--- src/rtl/daq_arbiter.sv ---
// daq_arbiter: round-robin owner of the shared DAQ output stream.
// A requester is granted only when the downstream FIFO can absorb a full
// packet; the owner's words are forwarded with one cycle of latency, hung
// transfers are aborted by a timer, and words from non-owners are flagged.
module daq_arbiter #(
    parameter int unsigned NREQ      = 3,
    parameter int unsigned PKT_MAX   = 2,
    parameter int unsigned TIMEOUT   = 64,
    parameter int unsigned FREE_BITS = 8
) (
    input  logic                   clk,
    input  logic                   rst,
    input  logic [NREQ-1:0]        req,
    output logic [NREQ-1:0]        grant,
    input  logic [NREQ*32-1:0]     in_data,
    input  logic [NREQ-1:0]        in_valid,
    input  logic [NREQ-1:0]        in_end,
    input  logic [FREE_BITS-1:0]   fifo_free,
    output logic [31:0]            out_data,
    output logic                   out_valid,
    output logic                   out_end,
    output logic                   out_abort,
    output logic                   busy,
    output logic                   err_timeout,
    output logic                   err_stray,
    input  logic                   err_clear
);

    localparam int unsigned DATA_W = 32;
    localparam int unsigned PTR_W  = (NREQ < 2) ? 1 : $clog2(NREQ);
    localparam int unsigned TMR_W  = (TIMEOUT < 2) ? 1 : $clog2(TIMEOUT + 1);
    localparam bit          TMO_EN = (TIMEOUT != 0);

    localparam logic [FREE_BITS-1:0] PKT_MAX_F = FREE_BITS'(PKT_MAX);
    localparam logic [TMR_W-1:0]     TMR_LOAD  = TMR_W'(TIMEOUT);
    localparam logic [PTR_W-1:0]     LAST_IDX  = PTR_W'(NREQ - 1);

    typedef enum logic {
        IDLE = 1'b0,
        XFER = 1'b1
    } state_t;

    state_t              state_q, state_d;
    logic [PTR_W-1:0]    ptr_q, ptr_d;
    logic [PTR_W-1:0]    owner_q, owner_d;
    logic [TMR_W-1:0]    timer_q, timer_d;

    logic [NREQ-1:0]     grant_d;
    logic [DATA_W-1:0]   out_data_d;
    logic                out_valid_d;
    logic                out_end_d;
    logic                out_abort_d;
    logic                busy_d;
    logic                err_timeout_d;
    logic                err_stray_d;

    logic                owner_valid;
    logic                owner_end;
    logic [DATA_W-1:0]   owner_data;
    logic [NREQ-1:0]     owner_mask;
    logic                stray_c;

    logic                pick_found;
    logic [PTR_W-1:0]    pick_idx;
    logic [PTR_W-1:0]    next_ptr;

    // Select the current owner's handshake signals from the flat buses.
    always_comb begin
        owner_valid = 1'b0;
        owner_end   = 1'b0;
        owner_data  = '0;
        owner_mask  = '0;
        for (int i = 0; i < NREQ; i++) begin
            if (owner_q == PTR_W'(i)) begin
                owner_valid   = in_valid[i];
                owner_end     = in_end[i];
                owner_data    = in_data[DATA_W*i +: DATA_W];
                owner_mask[i] = 1'b1;
            end
        end
    end

    // Any valid while idle, or from a non-owner during a transfer, is dropped and flagged.
    always_comb begin
        stray_c = 1'b0;
        if (state_q == IDLE) begin
            stray_c = |in_valid;
        end else begin
            stray_c = |(in_valid & ~owner_mask);
        end
    end

    // Round-robin pick: first requester at or after ptr, then wrap to the ones below it.
    always_comb begin
        pick_found = 1'b0;
        pick_idx   = '0;
        for (int i = 0; i < NREQ; i++) begin
            if (!pick_found && req[i] && (PTR_W'(i) >= ptr_q)) begin
                pick_found = 1'b1;
                pick_idx   = PTR_W'(i);
            end
        end
        for (int i = 0; i < NREQ; i++) begin
            if (!pick_found && req[i] && (PTR_W'(i) < ptr_q)) begin
                pick_found = 1'b1;
                pick_idx   = PTR_W'(i);
            end
        end
    end

    // Pointer value after the current owner, wrapping at the last requester.
    always_comb begin
        next_ptr = '0;
        if (owner_q != LAST_IDX) begin
            next_ptr = owner_q + 1'b1;
        end
    end

    // Next-state and next-output logic for the grant/transfer FSM.
    always_comb begin
        state_d       = state_q;
        ptr_d         = ptr_q;
        owner_d       = owner_q;
        timer_d       = timer_q;
        grant_d       = '0;
        out_data_d    = out_data;
        out_valid_d   = 1'b0;
        out_end_d     = 1'b0;
        out_abort_d   = 1'b0;
        err_timeout_d = err_timeout & ~err_clear;
        err_stray_d   = (err_stray & ~err_clear) | stray_c;

        case (state_q)
            IDLE: begin
                if (pick_found && (fifo_free >= PKT_MAX_F)) begin
                    grant_d  = NREQ'(1) << pick_idx;
                    owner_d  = pick_idx;
                    timer_d  = TMR_LOAD;
                    state_d  = XFER;
                end
            end
            XFER: begin
                // Timer saturates at zero so a word in the last slot buys exactly one more cycle.
                if (TMO_EN && (timer_q != '0)) begin
                    timer_d = timer_q - 1'b1;
                end
                if (owner_valid) begin
                    out_valid_d = 1'b1;
                    out_data_d  = owner_data;
                    out_end_d   = owner_end;
                    if (owner_end) begin
                        state_d = IDLE;
                        ptr_d   = next_ptr;
                    end
                end else if (TMO_EN && (timer_q <= TMR_W'(1))) begin
                    out_abort_d   = 1'b1;
                    err_timeout_d = 1'b1;
                    state_d       = IDLE;
                    ptr_d         = next_ptr;
                end
            end
            default: begin
                state_d = IDLE;
            end
        endcase

        busy_d = (state_d == XFER);
    end

    // State and registered outputs; reset drops any packet in flight silently.
    always_ff @(posedge clk or posedge rst) begin
        if (rst) begin
            state_q     <= IDLE;
            ptr_q       <= '0;
            owner_q     <= '0;
            timer_q     <= '0;
            grant       <= '0;
            out_data    <= '0;
            out_valid   <= 1'b0;
            out_end     <= 1'b0;
            out_abort   <= 1'b0;
            busy        <= 1'b0;
            err_timeout <= 1'b0;
            err_stray   <= 1'b0;
        end else begin
            state_q     <= state_d;
            ptr_q       <= ptr_d;
            owner_q     <= owner_d;
            timer_q     <= timer_d;
            grant       <= grant_d;
            out_data    <= out_data_d;
            out_valid   <= out_valid_d;
            out_end     <= out_end_d;
            out_abort   <= out_abort_d;
            busy        <= busy_d;
            err_timeout <= err_timeout_d;
            err_stray   <= err_stray_d;
        end
    end

endmodule

--- config.mk ---
export PLATFORM = sky130hd
export DESIGN_NAME = daq_arbiter
export DESIGN_NICKNAME = d
export VERILOG_FILES = /design/src/rtl/daq_arbiter.sv
export SDC_FILE = /design/constraint.sdc
export NUM_CORES = 1
export LEC_CHECK = 0
export CORE_MARGIN = 4
export CORE_UTILIZATION = 39
export DETAILED_ROUTE_END_ITERATION = 10
export GPL_ROUTABILITY_DRIVEN = 0
export GPL_TIMING_DRIVEN = 1
export PLACE_DENSITY = 0.81
export SLEW_MARGIN = 5
export SYNTH_ARGS = -nofsm -noshare
export SYNTH_HDL_FRONTEND = slang
export SYNTH_SLANG_ARGS = --single-unit
--- constraint.sdc ---
create_clock -name clk -period 2.15 [get_ports clk]
set_clock_uncertainty 0.05 [all_clocks]
set_input_delay 0.5375 -clock clk [delete_from_list [all_inputs] [get_ports clk]]
set_output_delay 0.5375 -clock clk [all_outputs]
set_load 0.01 [all_outputs]
* Word-level counts from Yosys, hierarchy flattened
Cells that the tools add are included.
Word-level totals: bits in registers 52, input port bits 116, output and inout bits 41, logic and storage cells 109
Operators by class: add/sub/neg operators 2, order comparisons 8, equal/unequal tests 6, shift operators 1, mux-type cells 48, bitwise logic cells 7, reduce and logical (&&, ||, !) cells 26
Operator list (count):
- 32-bit two-way mux | 3
- 1-bit two-way mux | 31
- 2-bit two-way mux | 8
- 7-bit two-way mux | 2
- 7-bit case mux with 2 select lines | 1
- 1-bit logical AND | 12
- 8-bit by 2-bit >= comparator with 1-bit output (second input constant) | 1
- 7-bit by 1-bit less-or-equal comparator with 1-bit output (second input constant) | 1
- 7-bit nonzero test | 1
- 7-bit by 1-bit subtractor with 7-bit output (second input constant) | 1
- 3-bit two-way mux | 2
- 2-bit by 1-bit inequality test with 1-bit output (second input constant) | 3
- 2-bit AND reduction | 3
- 3-bit OR reduction | 2
- 1-bit logical NOT | 5
- 1-bit by 2-bit >= comparator with 1-bit output (first input constant) | 2
- 1-bit by 2-bit less-than comparator with 1-bit output (first input constant) | 2
- 3-bit AND | 1
- 3-bit inverter | 1
- 3-bit AND reduction | 1
- 1-bit by 2-bit left shift with 3-bit output (first input constant) | 1
- 2-bit by 1-bit adder with 2-bit output (second input constant) | 1
- 1-bit AND | 2
- 2-bit by 1-bit == test with 1-bit output (second input constant) | 1
- other kinds (9) | 10

* Logic depth before layout (Yosys ltp)
Gate-level depths: netlist (run 1).
depth after elaboration 26, mapped depth 9, depth with buffers taken out 7

* Worst setup path before layout (run 1)
OpenSTA, ideal clock, no wires.
path type reg2reg, from register timer_q[0], to register timer_q[5], setup time 0.135 ns, arrival time 1.600 ns, data required time 1.965 ns, path slack 0.365 ns, cell stages (with the launch flop) 8, path buffers 0, period minus slack after synthesis 1.785 ns, path through dfrtp_1 > inv_1 > ha_1 > or3b_4 > o41ai_4 > nor4_1 > nor2_1 > a31oi_1
On the way: longest elaborated chain between the ends 3, elaborated cells between the ends (all ways) 6, classes of those cells add/sub (1); eq/ne (1); mux (2); reduce/logical (2)
Ends and longest elaborated chain:
- from (decl) | RTL line 46 | logic [TMR_W-1:0] timer_q, timer_d;
- from (signal assigned) | RTL line 189 | timer_q <= timer_d;
- 7-bit by 1-bit subtractor with 7-bit output / 7-bit nonzero test (equally long branches) | RTL line 145, 144
- 7-bit two-way mux / 2-bit by 1-bit inequality test with 1-bit output (equally long branches)
- 7-bit case mux with 2 select lines / 2-bit AND reduction (equally long branches)
Several ways; a longest one is shown, not always the timed one. The select of a mux whose other input is x is not followed. A chain may end at the register's enable or synchronous reset.

* Worst setup path in the final report (run 1)
Same ends and word-level chain as after synthesis.

==> results of run 1 <==
==> flip-flops by register name, indices dropped and copies added, names as in the netlist <==
name,flops
out_data,32
timer_q,7
grant,3
owner_q,2
ptr_q,2
err_stray,1
err_timeout,1
out_abort,1
out_end,1
out_valid,1
state_q,1
==> cell usage after synthesis (2+ instances only) <==
cell type  instances
ha_1               2
o21ai_1           32
clkbuf_1           8
mux2i_1           35
a21oi_1           35
nor3_1             4
o211ai_1           2
nand2_2            2
buf_4              5
o21ai_0            7
nor2_1            43
a21o_1             4
buf_2              4
buf_6              2
nor4_1             2
nand2b_1           2
nand3_1            3
a31oi_1            3
nand2_1           38
inv_1              5
nor2b_1            3
dfrtp_1           52
==> timing repair <==
| item | CTS | global route |
|---|---|---|
| setup buffers | 0 | 1 |
| setup endpoints to repair | 0 | 2 |
| resized for setup | 0 | 0 |
==> per-stage QoR <==
| stage | TNS (ns) | cells | hold WS (ns) | util (%) | instance area (um^2) |
|---|---|---|---|---|---|
| floorplan | 0 | 311 | 0.454 | - | 2810 |
| CTS | 0 | 564 | 0.437 | 66.5 | 4600 |
| global route | -0.000481 | 565 | 0.463 | 66.6 | 4600 |
| global placement | 0 | 556 | 0.419 | 65.2 | 4500 |
| detailed placement | -0.0140 | 556 | 0.419 | 65.2 | 4500 |
| finish | 0 | 565 | 0.433 | 66.6 | 4600 |
==> per-layer routing <==
layer  global-route usage [%]  up-vias  wire (um)
met5                        0        -          0
met4                     7.69        0        244
met3                     5.77       15        692
met2                     36.1      101       4240
met1                     23.7     1295       3610
li1                         -     1388          -
==> area by class of cell <==
class | count | area, um^2 | area share (%)
clock inverters | 1 | 7.51 | 0.163
inverters | 6 | 22.5 | 0.489
well taps | 96 | 120 | 2.61
repair buffers | 170 | 1690 | 36.7
clock buffers | 7 | 86.3 | 1.88
multi-input cells | 233 | 1380 | 29.9
flip-flops and latches | 52 | 1300 | 28.3
==> kinds of logic after synthesis <==
group / share of synthesized area, %
buf+inv: 4.85
simple gates: 15.5
flops: 46.3
fa+ha+maj: 0.890
mux: 13.3
compound gates: 19.2
==> worst max-delay path by stage <==
stage           startpoint          to  slack [ns]  cells past startpoint
2_1_floorplan          rst   err_stray        0.30                      1
3_3_place_gp   in_valid[2]    ptr_q[0]        0.04                      6
3_5_place_dp   in_valid[2]    ptr_q[0]       -0.01                      6
4_1_cts         timer_q[0]  timer_q[5]        0.15                      7
5_1_grt         timer_q[0]  timer_q[5]     -0.0005                      8
6_report        timer_q[0]  timer_q[5]        0.16                      8
==> cells in the final DEF (no fill, tap or decap), types with 2 or more instances in the layout <==
master and n:
o211ai_1 2, nand2_1 38, a21oi_1 35, a21o_1 4
inv_2 2, nor3_1 4, nand3_1 3, clkbuf_8 6
o21ai_1 32, nor4_1 2, nor2b_1 2, clkdlybuf4s50_1 155
inv_1 4, nand2b_1 2, buf_12 2, mux2i_1 35
nand2_2 2, dfrtp_1 51, a31oi_1 3, nor2_1 43
o21ai_0 7, ha_1 2, buf_4 13
==> report_power, final <==
part	leakage, nW	total, W	internal, W	switching, W
registers	0.649	0.00169	0.00140	0.000291
logic	1.24	0.00302	0.00152	0.00151
clock network	0.0445	0.000558	0.000262	0.000296
total	1.93	0.00527	0.00318	0.00209
==> impl_metrics.env, run 1 <==
export IMPL_status="finished, final reports clean"
export IMPL_fmax_mhz=502
export IMPL_reg2reg_to="timer_q[5]"
export IMPL_ant_nets=0
export IMPL_grt_antenna_before_repair=0
export IMPL_viasPerCell=4.95
export IMPL_synth_cells=311
export IMPL_slowest_stage="dfrtp_1"
export IMPL_powerDensity_nw_per_um2=1150
export IMPL_routedWlPerCell_um=15.6
export IMPL_synth_top_cell_by_area="dfrtp_1"
export IMPL_numCtsBuffers=5
export IMPL_hpwl_um=7130
export IMPL_ys_ff_latch=52
export IMPL_worstSetupPathType="register to register"
export IMPL_path_buf_inv=2
export IMPL_pin_count=157
export IMPL_cts_reportedPaths_clkPinSlew_ns=0.09
export IMPL_leakage_nw=1.93
export IMPL_wirelength_um=8790
export IMPL_critical_path_required_ns=2.28
export IMPL_synth_edf_count=0
export IMPL_synthFlopType="dfrtp_1"
export IMPL_clk_path_buf_depth=2
export IMPL_core_area_um2=6910
export IMPL_yosysWarningCount=0
export IMPL_tightestPinTransition_ns=0.447
export IMPL_place_ws_ns=-0.0140
export IMPL_min_path_cells=1
export IMPL_cp_max_fo=8
export IMPL_htree_num_levels=2
export IMPL_drtPass1Iterations=4
export IMPL_path_delay_family="simple AND/OR/NAND/NOR gates"
export IMPL_synth_nets=429
export IMPL_ctsRootBufferMaster="clkbuf_8"
export IMPL_power_w=0.00527
export IMPL_insertion_delay_ns=0.30
export IMPL_drc_errors=0
export IMPL_grtUsageTotal_pct=20.6
export IMPL_die_height_um=92.9
export IMPL_critPathMaxStageDelay_ns=0.44
export IMPL_die_area_um2=8630
export IMPL_rows=30
export IMPL_worst_ep_arrival_time_ns=2.12
export IMPL_vdd_drop_max_mv=0.553
export IMPL_hold_viol=0
export IMPL_synth_cell_types=40
export IMPL_final_nets=586
export IMPL_finalCriticalPeriod_ns=1.99
export IMPL_grt_pass1_wl_um=14000
export IMPL_drtIter0Drc=140
export IMPL_maxSlewHeadroom_pct=70.0
export IMPL_n_fill_cell=569
export IMPL_endpoint_kind="register"
export IMPL_cts_num_sinks=52
export IMPL_fin_ws_ns=0.159
export IMPL_io_buffers=155
export IMPL_r2r_start="timer_q[0]"
export IMPL_n_antenna_cell=0
export IMPL_yosys_top_cells_area="dfrtp_1, mux2i_1, a21oi_1"
export IMPL_path_cells="inv_1 > ha_1 > or3b_4 > o41ai_4 > buf_4 > nor4_1 > nor2_1 > a31oi_1"
export IMPL_cts_tree="done"
export IMPL_timing_final_crit_share_pct=92.6
export IMPL_grt_ovfl_total=0
export IMPL_maxSlewViolCount=0
export IMPL_hp_class="register to register"
export IMPL_min_from="err_timeout"
export IMPL_ys_seq_area_share_pct=46.3
export IMPL_r2r_setup_slack_ns=0.16
export IMPL_grt_pass1_vias=2803
export IMPL_setup_viol=0
export IMPL_async_reset_ff_share_pct=100
export IMPL_initial_core_util_pct=40.7
export IMPL_avgSynthCellArea_um2=9.04
export IMPL_maxCapViolCount=0
export IMPL_fp_dieW_um=92.9
export IMPL_hold_end="err_timeout"
export IMPL_r2r_cells=8
export IMPL_ctsHoldBuffers=0
export IMPL_syn_to_final_growth_pct=63.8
export IMPL_post_route_cells_drive_above_1_share_pct=7.04
export IMPL_startpoint_type="register"
export IMPL_synth_top_area_share_pct=46.3
export IMPL_grt_max_degree=46
export IMPL_vias=2799
export IMPL_syn_area_um2=2810
(Power assumes the default switching activity.)
==> run 2, diff against run 1 <==
--- a/config.mk
+++ b/config.mk
@@ -5,6 +5,7 @@
 export SDC_FILE = /design/constraint.sdc
 export NUM_CORES = 1
 export LEC_CHECK = 0
+export CAP_MARGIN = 20
 export CORE_MARGIN = 4
 export CORE_UTILIZATION = 39
 export DETAILED_ROUTE_END_ITERATION = 10
==> results of run 2 <==
Same layout as run 1: the final DEF is identical, and so are final timing and power.
